==> config.mk <==
export PLATFORM = sky130hd
export DESIGN_NAME = ret_marker_nop_injector
export DESIGN_NICKNAME = d
export VERILOG_FILES = /design/src/rtl/ret_marker_nop_injector.sv
export SDC_FILE = /design/constraint.sdc
export NUM_CORES = 1
export LEC_CHECK = 0
export CAP_MARGIN = 20
export CORE_MARGIN = 8
export CORE_UTILIZATION = 49
export CTS_CLUSTER_SIZE = 24
export DETAILED_ROUTE_END_ITERATION = 10
export HOLD_SLACK_MARGIN = 0.1
export PLACE_DENSITY = 0.86
export SLEW_MARGIN = 20
export SYNTH_ARGS = -nofsm -noshare
export SYNTH_HDL_FRONTEND = slang
export SYNTH_SLANG_ARGS = --single-unit
==> constraint.sdc <==
create_clock -name clk_i -period 3.1 [get_ports clk_i]
set_clock_uncertainty 0.2 [all_clocks]
set_input_delay 0.62 -clock clk_i [delete_from_list [all_inputs] [get_ports clk_i]]
set_output_delay 0.62 -clock clk_i [all_outputs]
set_load 0.1 [all_outputs]
==> src/rtl/ret_marker_nop_injector.sv <==
// Return-marker producer: passes fetched instructions to the decoder through one
// registered slot and follows every accepted RET with the marker NOP.
module ret_marker_nop_injector #(
    parameter logic [31:0] NOP_INSTR = 32'h00100013,
    parameter int          PC_WIDTH  = 64,
    parameter int          CNT_WIDTH = 32
) (
    input  logic                 clk_i,
    input  logic                 rst_i,
    input  logic                 flush_i,
    input  logic                 en_i,
    input  logic                 valid_i,
    output logic                 ready_o,
    input  logic [31:0]          instr_i,
    input  logic [PC_WIDTH-1:0]  pc_i,
    input  logic                 fetch_ex_i,
    output logic                 valid_o,
    input  logic                 ready_i,
    output logic [31:0]          instr_o,
    output logic [PC_WIDTH-1:0]  pc_o,
    output logic                 fetch_ex_o,
    output logic                 injected_o,
    output logic [CNT_WIDTH-1:0] inject_cnt_o
);

    typedef enum logic {
        IDLE,
        INJECT
    } state_t;

    state_t              state;
    logic [PC_WIDTH-1:0] marker_pc;
    logic                slot_free;
    logic                in_compressed;
    logic                in_is_ret;
    logic                accept;

    // A word flagged with a fetch exception never counts as a return.
    assign in_compressed = (instr_i[1:0] != 2'b11);
    assign in_is_ret     = !fetch_ex_i &&
                           ((instr_i == 32'h00008067) ||
                            (in_compressed && (instr_i[15:0] == 16'h8082)));

    assign slot_free = !valid_o || ready_i;
    assign ready_o   = !flush_i && (state == IDLE) && slot_free;
    assign accept    = valid_i && ready_o;

    always_ff @(posedge clk_i) begin
        if (rst_i) begin
            state        <= IDLE;
            valid_o      <= 1'b0;
            instr_o      <= '0;
            pc_o         <= '0;
            fetch_ex_o   <= 1'b0;
            injected_o   <= 1'b0;
            inject_cnt_o <= '0;
            marker_pc    <= '0;
        end else if (flush_i) begin
            valid_o <= 1'b0;
            state   <= IDLE;
        end else begin
            case (state)
                IDLE: begin
                    if (accept) begin
                        valid_o    <= 1'b1;
                        instr_o    <= instr_i;
                        pc_o       <= pc_i;
                        fetch_ex_o <= fetch_ex_i;
                        injected_o <= 1'b0;
                        // The marker takes the address of the word after the RET.
                        if (in_is_ret && en_i) begin
                            state     <= INJECT;
                            marker_pc <= pc_i + (in_compressed ? PC_WIDTH'(2) : PC_WIDTH'(4));
                        end
                    end else if (slot_free) begin
                        valid_o <= 1'b0;
                    end
                end
                INJECT: begin
                    if (slot_free) begin
                        valid_o    <= 1'b1;
                        instr_o    <= NOP_INSTR;
                        pc_o       <= marker_pc;
                        fetch_ex_o <= 1'b0;
                        injected_o <= 1'b1;
                        if (inject_cnt_o != '1) begin
                            inject_cnt_o <= inject_cnt_o + CNT_WIDTH'(1);
                        end
                        state <= IDLE;
                    end
                end
                default: state <= IDLE;
            endcase
        end
    end

endmodule

* Yosys cells after proc, flatten, opt, wreduce, memory -nomap -nowiden
Index checks and enable logic that the tools add are counted.
Storage, ports and cells: output and inout port bits 132, bits in registers 196
Cells by class: reductions and logical operators 16, mux-type cells 19, bitwise gates (word level) 2, add/subtract/negate cells 2, eq/ne operators 7
Operators by type and width (count):
- 2-to-1 mux 64 bit | 2
- one-hot mux 64 bit (2 select lines) | 1
- adder 64 x 3 -> 64 bit | 1
- 2-to-1 mux 32 bit | 2
- one-hot mux 32 bit (2 select lines) | 1
- adder 32 x 1 -> 32 bit (second input constant) | 1
- equality test 32 x 16 -> 1 bit (second input constant) | 1
- inequality test 32 bit (second input constant) | 1
- equality test 16 bit (second input constant) | 1
- 2-to-1 mux 1 bit | 8
- one-hot mux 1 bit (2 select lines) | 4
- AND reduction 4 bit | 2
- logical AND 1 bit | 6
- inequality test 2 bit (second input constant) | 2
- logical NOT 1 bit | 3
- 2-to-1 mux 3 bit | 1
- inequality test 3 bit (second input constant) | 1
- AND reduction 3 bit | 1
- logical OR 1 bit | 2
- inequality test 2 x 1 -> 1 bit (second input constant) | 1
- NOT 1 bit | 2
- AND reduction 2 bit | 1
- OR reduction 2 bit | 1

* Logic depth before layout (Yosys ltp)
Gate-level depths: netlist of run 1.
word-level depth 8, gate-level depth with buffers 10, depth with buffers taken out 9

* Least setup slack after synthesis of run 1
Ideal clock, no wire load.
path kind reg2out, start register valid_o, end output ready_o, data arrival time 2973 ps, stages on the path, launching flop included 3, data required time 2280 ps, setup slack -693 ps, path through dfxtp_1 nor2b_1 nor3_1
Between the ends: word-level cells in the longest chain between the ends 3
Ends and longest elaborated chain:
- start, declared | line 17 | output logic valid_o,
- start signal, assigned | line 51 | valid_o <= 1'b0;
- start signal, assigned | line 59 | valid_o <= 1'b0;
- start signal, assigned | line 65 | valid_o <= 1'b1;
- logical NOT 1 bit | line 44 | assign slot_free = !valid_o || ready_i;
- logical OR 1 bit | line 44
- logical AND 1 bit | line 45 | assign ready_o = !flush_i && (state == IDLE) && slot_free;
- end, declared | line 13 | output logic ready_o,
No other way between the ends.

* Worst setup path in the final report of run 1
start input instr_i[1], end register marker_pc[52]
Between the ends: word-level cells in the longest chain between the ends 6
Ends and longest elaborated chain:
- start, declared | line 14 | input logic [31:0] instr_i,
- parallel branches: the longest is 6 deep, another holds adder 64 x 3 -> 64 bit
- end signal, assigned | line 73 | marker_pc <= pc_i + (in_compressed ? PC_WIDTH'(2) : PC_WIDTH'(4));
- end, declared | line 32 | logic [PC_WIDTH-1:0] marker_pc;
Several ways; the timed one is not identified. A chain may end at the register's enable or synchronous reset.

==> impl_metrics.csv, run 1 <==
group,metric,value,unit
routing,drt-total-wl,29300,µm
die,io_pins,235,
cells_and_area,drive_above_1_share,21.9,%
clock_network,clock_latency,0.43,ns
critical_path,crit_chain,"clkdlybuf4s50_1 -> buf_4 -> a21oi_1 -> or4_4 -> buf_4 -> nor4_1 -> buf_4 -> nand3_1 -> xor2_1 -> a211oi_1",
critical_path,crit_arrival,3.11,ns
synth,syn-num-nets,1183,
clock_network,post-cts-setup-buffers,0,
clock_network,clock_sinks,196,
critical_path,crit_path_end,"marker_pc[52]",
clock_network,cts-buffers-inserted,17,
synth,synth_cells,1078,
sta,layout_worst_path_cycle_share,95.8,%
clock_network,cts.path.max_buffers,2,
synth,syn_area_per_cell,8.57,µm²
critical_path,worst_path_most_repeated_cell,"buf_4",
die,die_y,153,µm
routing,wl_per_cell,18.2,µm
power,p_comb_share,21.1,%
synth,synth_seq_cells,196,
critical_path,crit_required,3.24,ns
die,start_util,49.7,%
sta,finalSetupViolCount,0,
cells_and_area,area_delta_synth_final,39.1,%
synth,synthArstFlopShare,0,%
sta,hold_violations,0,
global_route,grt_usage,24.3,%
sta,fmax,337,MHz
synth,syn_area,0.00924,mm²
placed_design,dpl.hpwl,21700,µm
sta,maxSlewViolCount,0,
clock_network,cts_max_level,4,
cells_and_area,fillers,1423,
power,swShare,32.5,%
power,switchingPower,1.98,mW
synth,ys_warn_count,0,
power,p_per_area,474,mW/mm²
critical_path,path_class,"input pin to flip-flop",
critical_path,rr_endpoint,"inject_cnt_o[7]",
die,rows,50,
routing,post-route-drc-count,0,
sta,fin_setup_tns,0,ns
routing,drt_iter0_markers,509,
critical_path,r2r_slack,0.61,ns
run,max_cap_viol_count,0,
placed_design,gp_routability_congestion,0.901,
power,power_frac_clock,35.6,%
synth,synth_edf_count,0,
hold_path,hold_path_class,"flip-flop to flip-flop",
synth,ys.flop_type,"dfxtp_1",
sta,slew_headroom,51.2,%
clock_network,ctsResizeCount,0,
global_route,grt_overflow,0,
critical_path,cp-end-kind,"flip-flop",
sta,final.min_clock_period,2.97,ns
global_route,grt_pass1_wl,47200,µm
global_route,antenna_found_initial,1,
power,pwr-share-seq,43.3,%
outcome,status,"completed",
critical_path,max_stage_delay,0.56,ns
critical_path,r2r_cells,7,
die,core_area,0.0186,mm²
routing,dr.pass1.iters,5,
global_route,grt_max_degree,81,
sta,tightest_slew,0.732,ns
critical_path,r2r_start,"inject_cnt_o[0]",
die,dieArea,0.0235,mm²
routing,via_count,9175,
power,power.internal,4.11,mW
critical_path,cpMaxStageDelayCell,"or4_4",
clock_network,cts.reportedPaths.clkPinSlew,0.07,ns
critical_path,worstPathMaxFanout,7,
clock_network,clockRootBuffer,"clkbuf_16",
cells_and_area,final_core_util,69.2,%
critical_path,startpoint_type,"input pin",
placed_design,portBuffers,234,
synth,yosysSeqAreaShare,42.5,%
power,ir_drop,353,µV
placed_design,dpl_cell_area,0.0122,mm²
routing,via_per_inst,5.70,
power,leakagePower,4.73,nW
cells_and_area,final_cell_mix,"buf_4, dfxtp_1, nor2_1",
clock_network,ctsHoldBuffers,0,
cells_and_area,design_area,0.0129,mm²
synth,netlist-cell-type-count,48,
clock_network,cts_tree,"yes",
critical_path,cp-startpoint,"instr_i[1]",
die,die_width,153,µm
cells_and_area,layout.nets,1469,
cells_and_area,layout_commonest_cell,"buf_4",
routing,drtAntennaViolNets,0,
global_route,first_global_vias,9101,
## cells by family (layout without fill, tap and decap cells)
kind of cell,Yosys count,in the layout,synth area share (%)
adder cells (fa/ha/maj),2,2,0.271
other,0,1,0
AO/OA/AOI/OAI,165,165,12.7
AND/OR/NAND/NOR,474,474,24.8
buffers and inverters,78,376,3.40
XOR/XNOR,92,92,8.72
flip-flops,196,196,42.5
multiplexers,71,71,7.69
## cell type report
type	count	area, µm²	share of cell area (%)
Multi-Input combinational cell	804	5080	39.6
Sequential cell	196	3930	30.6
Timing Repair Buffer	340	2960	23.0
Clock buffer	18	429	3.34
Tap cell	234	293	2.28
Clock inverter	13	135	1.05
Inverter	5	18.8	0.146
Antenna cell	1	2.50	0.0195
## Yosys cell counts, drive strengths merged, types with 3 or more instances
master,instances,area (µm²)
a211oi,122,936
a21oi,36,180
and2,8,50.1
and3,24,153
and4,14,125
and4b,3,30.0
buf,9,43.8
clkbuf,64,251
dfxtp,196,3920
inv,5,18.8
mux2i,71,711
nand2,102,383
nand3,43,215
nand4,27,175
nand4b,4,35.0
nor2,189,709
nor3,25,130
nor4,15,124
nor4b,3,26.3
o32ai,4,35.0
or4,3,27.5
xnor2,48,420
xor2,44,385
## layer usage
metal	vias up	share of wire [%]	track usage [%]
li1	4414	-	-
met1	4341	42	28.8
met2	372	49	41.2
met3	48	7.6	6.94
met4	0	2.1	8.34
met5	-	0	0
## worst min path at each step
stage,from,endpoint,slack (ns),cells after the start
final,instr_o[5],instr_o[5],0.26,2
after global routing,instr_o[24],instr_o[24],0.28,2
after CTS,instr_o[6],instr_o[6],0.26,2
after detailed placement,instr_o[6],instr_o[6],0.25,2
after global placement,instr_o[13],instr_o[13],0.24,2
after floorplan,marker_pc[0],marker_pc[0],0.26,2
## critical path, delay by kind of cell
| family | cells | cell delay [ns] |
|---|---|---|
| buffers and inverters | 4 | 1.05 |
| AO/OA/AOI/OAI | 2 | 0.33 |
| XOR/XNOR | 1 | 0.16 |
| AND/OR/NAND/NOR | 3 | 0.94 |
## sequential cells by signal (all words and copies together), names as in the netlist
name / cells
marker_pc: 64
pc_o: 64
inject_cnt_o: 32
instr_o: 32
fetch_ex_o: 1
injected_o: 1
state: 1
valid_o: 1
## stage by stage
| stage | hold slack [ns] | setup slack, ns | power (mW) | std cells |
|---|---|---|---|---|
| CTS | 0.260 | 0.0232 | 6.12 | 1610 |
| global route | 0.276 | -0.00368 | 6.29 | 1611 |
| global placement | 0.242 | -0.306 | 3.96 | 1579 |
| detailed placement | 0.250 | -0.428 | 3.97 | 1579 |
| finish | 0.259 | 0.130 | 6.09 | 1611 |
| floorplan | 0.260 | 0.135 | 3.51 | 1078 |
## power by group through the flow
stage	registers [mW]	logic, mW	clock network (mW)
floorplan	3.25	0.261	0
global placement	2.69	1.26	0
detailed placement	2.70	1.28	0
CTS	2.64	1.28	2.20
global route	2.65	1.34	2.30
finish	2.64	1.28	2.16
Note: power is estimated with default switching activity, not from simulation.
==> run 2: changes to the inputs <==
--- a/config.mk
+++ b/config.mk
@@ -7,11 +7,11 @@
 export LEC_CHECK = 0
 export CAP_MARGIN = 20
 export CORE_MARGIN = 8
-export CORE_UTILIZATION = 49
+export CORE_UTILIZATION = 50
 export CTS_CLUSTER_SIZE = 24
 export DETAILED_ROUTE_END_ITERATION = 10
 export HOLD_SLACK_MARGIN = 0.1
-export PLACE_DENSITY = 0.86
+export PLACE_DENSITY = 0.87
 export SLEW_MARGIN = 20
 export SYNTH_ARGS = -nofsm -noshare
 export SYNTH_HDL_FRONTEND = slang
==> impl_metrics.csv, run 2 (synthesized netlist as in run 1, its figures left out) <==
group,metric,value,unit
clock_network,clock_latency,0.44,ns
cells_and_area,final_core_util,70.3,%
sta,slew_headroom,36.2,%
sta,rsz0062_at_grt,"yes",
sta,maxSlewViolCount,0,
critical_path,max_stage_delay,0.69,ns
sta,hold_violations,0,
placed_design,gp_routability_congestion,0.872,
die,start_util,51.3,%
placed_design,portBuffers,234,
cells_and_area,layout.nets,1461,
placed_design,dpl.hpwl,21000,µm
routing,drtAntennaViolNets,0,
global_route,grt_overflow,0,
hold_path,hold_depth,2,
sta,fin_setup_tns,0,ns
global_route,grt_usage,23.9,%
routing,via_per_inst,5.69,
critical_path,crit_required,3.23,ns
critical_path,startpoint_type,"input pin",
sta,final.min_clock_period,2.99,ns
clock_network,cts-buffers-inserted,17,
cells_and_area,stdcell_count,1599,
power,leakagePower,4.65,nW
global_route,grt_pass1_wl,45900,µm
power,p_per_area,474,mW/mm²
global_route,met1_usage,28.2,%
cells_and_area,area_delta_synth_final,37.2,%
clock_network,clock_sinks,196,
critical_path,r2r_slack,0.65,ns
power,finalPower,6.01,mW
cells_and_area,layout_commonest_cell,"buf_4",
critical_path,r2r_start,"inject_cnt_o[0]",
clock_network,cts_tree,"yes",
global_route,grt_max_degree,101,
cells_and_area,reg_top3,"marker_pc (64), pc_o (64)",
critical_path,r2r_cells,7,
hold_path,hold_path_class,"input pin to flip-flop",
cells_and_area,drive_above_1_share,21.1,%
outcome,status,"completed",
power,ir_drop,440,µV
critical_path,worstPathMaxFanout,3,
critical_path,worst_path_most_repeated_cell,"buf_4",
global_route,top_usage_layer,"met2",
global_route,grt_util_met2,40.6,%
critical_path,cpMaxStageDelayCell,"or4_2",
clock_network,clockRootBuffer,"clkbuf_16",
routing,dr.pass1.iters,5,
routing,wl_per_cell,18.1,µm
die,die_y,152,µm
critical_path,cp-end-kind,"flip-flop",
hold_path,min_from,"rst_i",
global_route,grt_use_met3,6.49,%
die,die_width,152,µm
die,dieArea,0.0231,mm²
cells_and_area,fillers,1364,
clock_network,cts.path.max_buffers,2,
cells_and_area,final_cell_mix,"buf_4, dfxtp_1, nor2_1",
sta,fmax,334,MHz
hold_path,min_to,"inject_cnt_o[26]",
critical_path,crit_arrival,3.13,ns
routing,via_count,9103,
global_route,antenna_found_initial,2,
placed_design,dpl_cell_area,0.0121,mm²
critical_path,rr_endpoint,"inject_cnt_o[7]",
sta,final.setup.worst_slack,0.106,ns
routing,drt_iter0_markers,532,
clock_network,cts_max_level,4,
placed_design,dp_slack,-0.335,ns
sta,finalSetupViolCount,0,
sta,layout_worst_path_cycle_share,96.6,%
die,rows,49,
clock_network,cts.reportedPaths.clkPinSlew,0.08,ns
sta,tightest_slew,0.957,ns
routing,drt-total-wl,29000,µm
critical_path,path_class,"input pin to flip-flop",
cells_and_area,design_area,0.0127,mm²
run,max_cap_viol_count,0,
die,io_pins,235,
critical_path,crit_chain,"clkdlybuf4s50_1 -> nand4_2 -> buf_4 -> or4_2 -> nor4_1 -> buf_4 -> nand3_1 -> xor2_1 -> a211oi_1",
die,core_area,0.0180,mm²
placed_design,post-place-cells,1564,
routing,post-route-drc-count,0,
sta,hold_ws,0.253,ns
global_route,first_global_vias,8905,
[run 2: worst max path at each step]
stage | cells past startpoint | slack [ns] | end | startpoint
CTS | 11 | 0.08 | marker_pc[63] | instr_i[0]
global route | 11 | -0.02 | marker_pc[63] | instr_i[0]
global placement | 8 | -0.29 | marker_pc[62] | instr_i[0]
detailed placement | 11 | -0.34 | marker_pc[63] | instr_i[0]
floorplan | 9 | 0.14 | inject_cnt_o[0] | inject_cnt_o[0]
finish | 9 | 0.11 | marker_pc[56] | pc_i[32]
[run 2: timing repair]
action | in CTS | in global routing
hold buffers | 0 | 0
hold endpoints to repair | 0 | 0
resized for setup | 0 | 3
endpoints found under the setup margin | 0 | 6
buffers inserted | 0 | 1
[run 2: cell type report]
type                       count  area, µm²  area share (%)
tap                          229        287            2.26
antenna                        2       5.00          0.0395
multi-input combinational    804       5050            39.9
timing repair buffer         332       2840            22.4
clock buffer                  17        425            3.36
inverter                       5       18.8           0.148
sequential                   196       3930            31.0
clock inverter                14        124           0.977
[run 2: worst max-delay path, delay by kind of cell]
| family | cells | cell delay, ns |
|---|---|---|
| buf+inv | 3 | 0.85 |
| xor+xnor | 1 | 0.15 |
| compound gates | 1 | 0.28 |
| simple gates | 4 | 1.21 |
[run 2: per-layer routing]
layer,share of wire (%),up-vias
li1,-,4396
met1,42,4288
met2,49,370
met3,7.4,49
met4,2.3,0
met5,0,-
[run 2: where the power goes]
| part | leakage [nW] | switching [mW] | internal (mW) |
|---|---|---|---|
| Combinational | 2.78 | 0.898 | 0.382 |
| Clock | 0.268 | 1.04 | 1.05 |
| Sequential | 1.60 | 0.0419 | 2.59 |
| Total | 4.65 | 1.98 | 4.03 |
==> run 3: changes to the inputs <==
--- a/config.mk
+++ b/config.mk
@@ -10,6 +10,7 @@
 export CORE_UTILIZATION = 50
 export CTS_CLUSTER_SIZE = 24
 export DETAILED_ROUTE_END_ITERATION = 10
+export GPL_TIMING_DRIVEN = 0
 export HOLD_SLACK_MARGIN = 0.1
 export PLACE_DENSITY = 0.87
 export SLEW_MARGIN = 20
==> impl_metrics.csv, run 3 (synthesized netlist as in run 1, its figures left out) <==
group,metric,value,unit
clock_network,cts_max_level,4,
clock_network,cts.reportedPaths.clkPinSlew,0.07,ns
power,p_per_area,479,mW/mm²
cells_and_area,multi_input_area,0.00513,mm²
run,max_cap_viol_count,0,
routing,drt-total-wl,30500,µm
global_route,grt_overflow,0,
cells_and_area,fillers,1397,
critical_path,r2r_slack,0.39,ns
sta,finalSetupViolCount,0,
sta,tightest_slew,1.10,ns
critical_path,crit_required,3.25,ns
routing,drt_iter0_markers,592,
die,die_y,152,µm
critical_path,cpMaxStageDelayCell,"or4_2",
critical_path,crit_chain,"clkdlybuf4s50_1 -> nand4_1 -> or4_2 -> nor4_4 -> nand3_1 -> xor2_1 -> a211oi_1",
power,leakagePower,4.19,nW
cells_and_area,reg_top3,"marker_pc (64), pc_o (64)",
cells_and_area,regArea,0.00392,mm²
routing,drtAntennaViolNets,0,
die,start_util,51.3,%
die,dieArea,0.0231,mm²
routing,via_per_inst,5.77,
global_route,grt_usage,25.5,%
critical_path,path_class,"input pin to flip-flop",
global_route,antenna_found_initial,1,
placed_design,portBuffers,231,
cells_and_area,layout.nets,1437,
die,core_area,0.0180,mm²
die,die_width,152,µm
die,rows,49,
power,ir_drop,415,µV
critical_path,max_stage_delay,0.78,ns
cells_and_area,area_delta_synth_final,36.3,%
clock_network,cts-buffers-inserted,17,
critical_path,cp-end-kind,"flip-flop",
die,io_pins,235,
cells_and_area,final_cell_mix,"clkdlybuf4s50_1, dfxtp_1, nor2_1",
clock_network,cts_tree,"yes",
clock_network,clock_sinks,196,
sta,fmax,324,MHz
critical_path,crit_arrival,3.23,ns
placed_design,post-place-cells,1538,
sta,maxSlewViolCount,0,
placed_design,dpl_cell_area,0.0118,mm²
clock_network,clock_latency,0.44,ns
critical_path,startpoint_type,"input pin",
power,finalPower,6.04,mW
cells_and_area,design_area,0.0126,mm²
routing,post-route-drc-count,0,
sta,layout_worst_path_cycle_share,99.5,%
cells_and_area,drive_above_1_share,6.62,%
sta,hold_ws,0.257,ns
placed_design,dpl.hpwl,23200,µm
sta,hold_violations,0,
outcome,status,"completed",
global_route,grt_pass1_wl,48400,µm
routing,wl_per_cell,19.4,µm
placed_design,gp_routability_congestion,0.914,
hold_path,hold_path_class,"flip-flop to flip-flop",
critical_path,worstPathMaxFanout,5,
global_route,first_global_vias,9004,
routing,dr.pass1.iters,6,
clock_network,clockRootBuffer,"clkbuf_16",
sta,final.min_clock_period,3.09,ns
placed_design,dp_slack,-0.964,ns
critical_path,crit_family,"simple AND/OR/NAND/NOR gates",
sta,final.setup.worst_slack,0.0148,ns
global_route,grt_max_degree,18,
clock_network,cts.path.max_buffers,2,
routing,via_count,9085,
cells_and_area,stdcell_count,1575,
cells_and_area,layout_commonest_cell,"clkdlybuf4s50_1",
sta,slew_headroom,26.6,%
critical_path,path_buf_inv,1,
[run 3: worst paths after layout]
path | startpoint | end | cells past startpoint
min reg2reg | instr_o[25] | instr_o[25] | 2
max | pc_i[38] | marker_pc[52] | 7
min | instr_o[25] | instr_o[25] | 2
max reg2reg | inject_cnt_o[0] | inject_cnt_o[0] | 9
[run 3: layer usage]
metal | wire [µm] | vias up | share of wire [%] | GRT usage [%]
li1 | - | 4330 | - | -
met2 | 14600 | 386 | 48 | 43.1
met5 | 0 | - | 0 | 0
met4 | 973 | 0 | 3.2 | 10.7
met1 | 12500 | 4298 | 41 | 30.2
met3 | 2320 | 71 | 7.6 | 6.44
[run 3: metrics by stage]
stage | utilization [%] | setup TNS [ns]
global placement | 65.7 | -65.85
detailed placement | 65.7 | -68.88
floorplan | - | 0
global route | 69.9 | -0.00870
CTS | 69.3 | 0
finish | 69.9 | 0
[run 3: area by class of cell]
| cell class | instances | share of cell area, % |
|---|---|---|
| multi-input cells | 804 | 40.7 |
| flip-flops and latches | 196 | 31.2 |
| repair buffers | 235 | 18.7 |
| clock buffers | 19 | 3.44 |
| plain buffers | 73 | 2.54 |
| well taps | 229 | 2.27 |
| clock inverters | 13 | 0.984 |
| inverters | 5 | 0.149 |
| diodes | 1 | 0.0199 |
[run 3: what timing repair did]
item	in CTS	in global routing
resized for setup	27	38
hold buffers	0	0
setup buffers	1	3
pin swaps	1	4
setup endpoints to repair	66	98
[run 3: power by group]
group / leakage [nW] / internal [mW] / switching, mW
clock network: 0.270 / 1.12 / 1.02
registers: 1.59 / 2.59 / 0.0432
logic: 2.33 / 0.352 / 0.900
total: 4.19 / 4.07 / 1.97
[run 3: tightest hold or removal path, cell delays in order (launching register included)]
cell     delay [ns]
dfxtp_1        0.31
nand2_1        0.05
a21oi_1        0.05
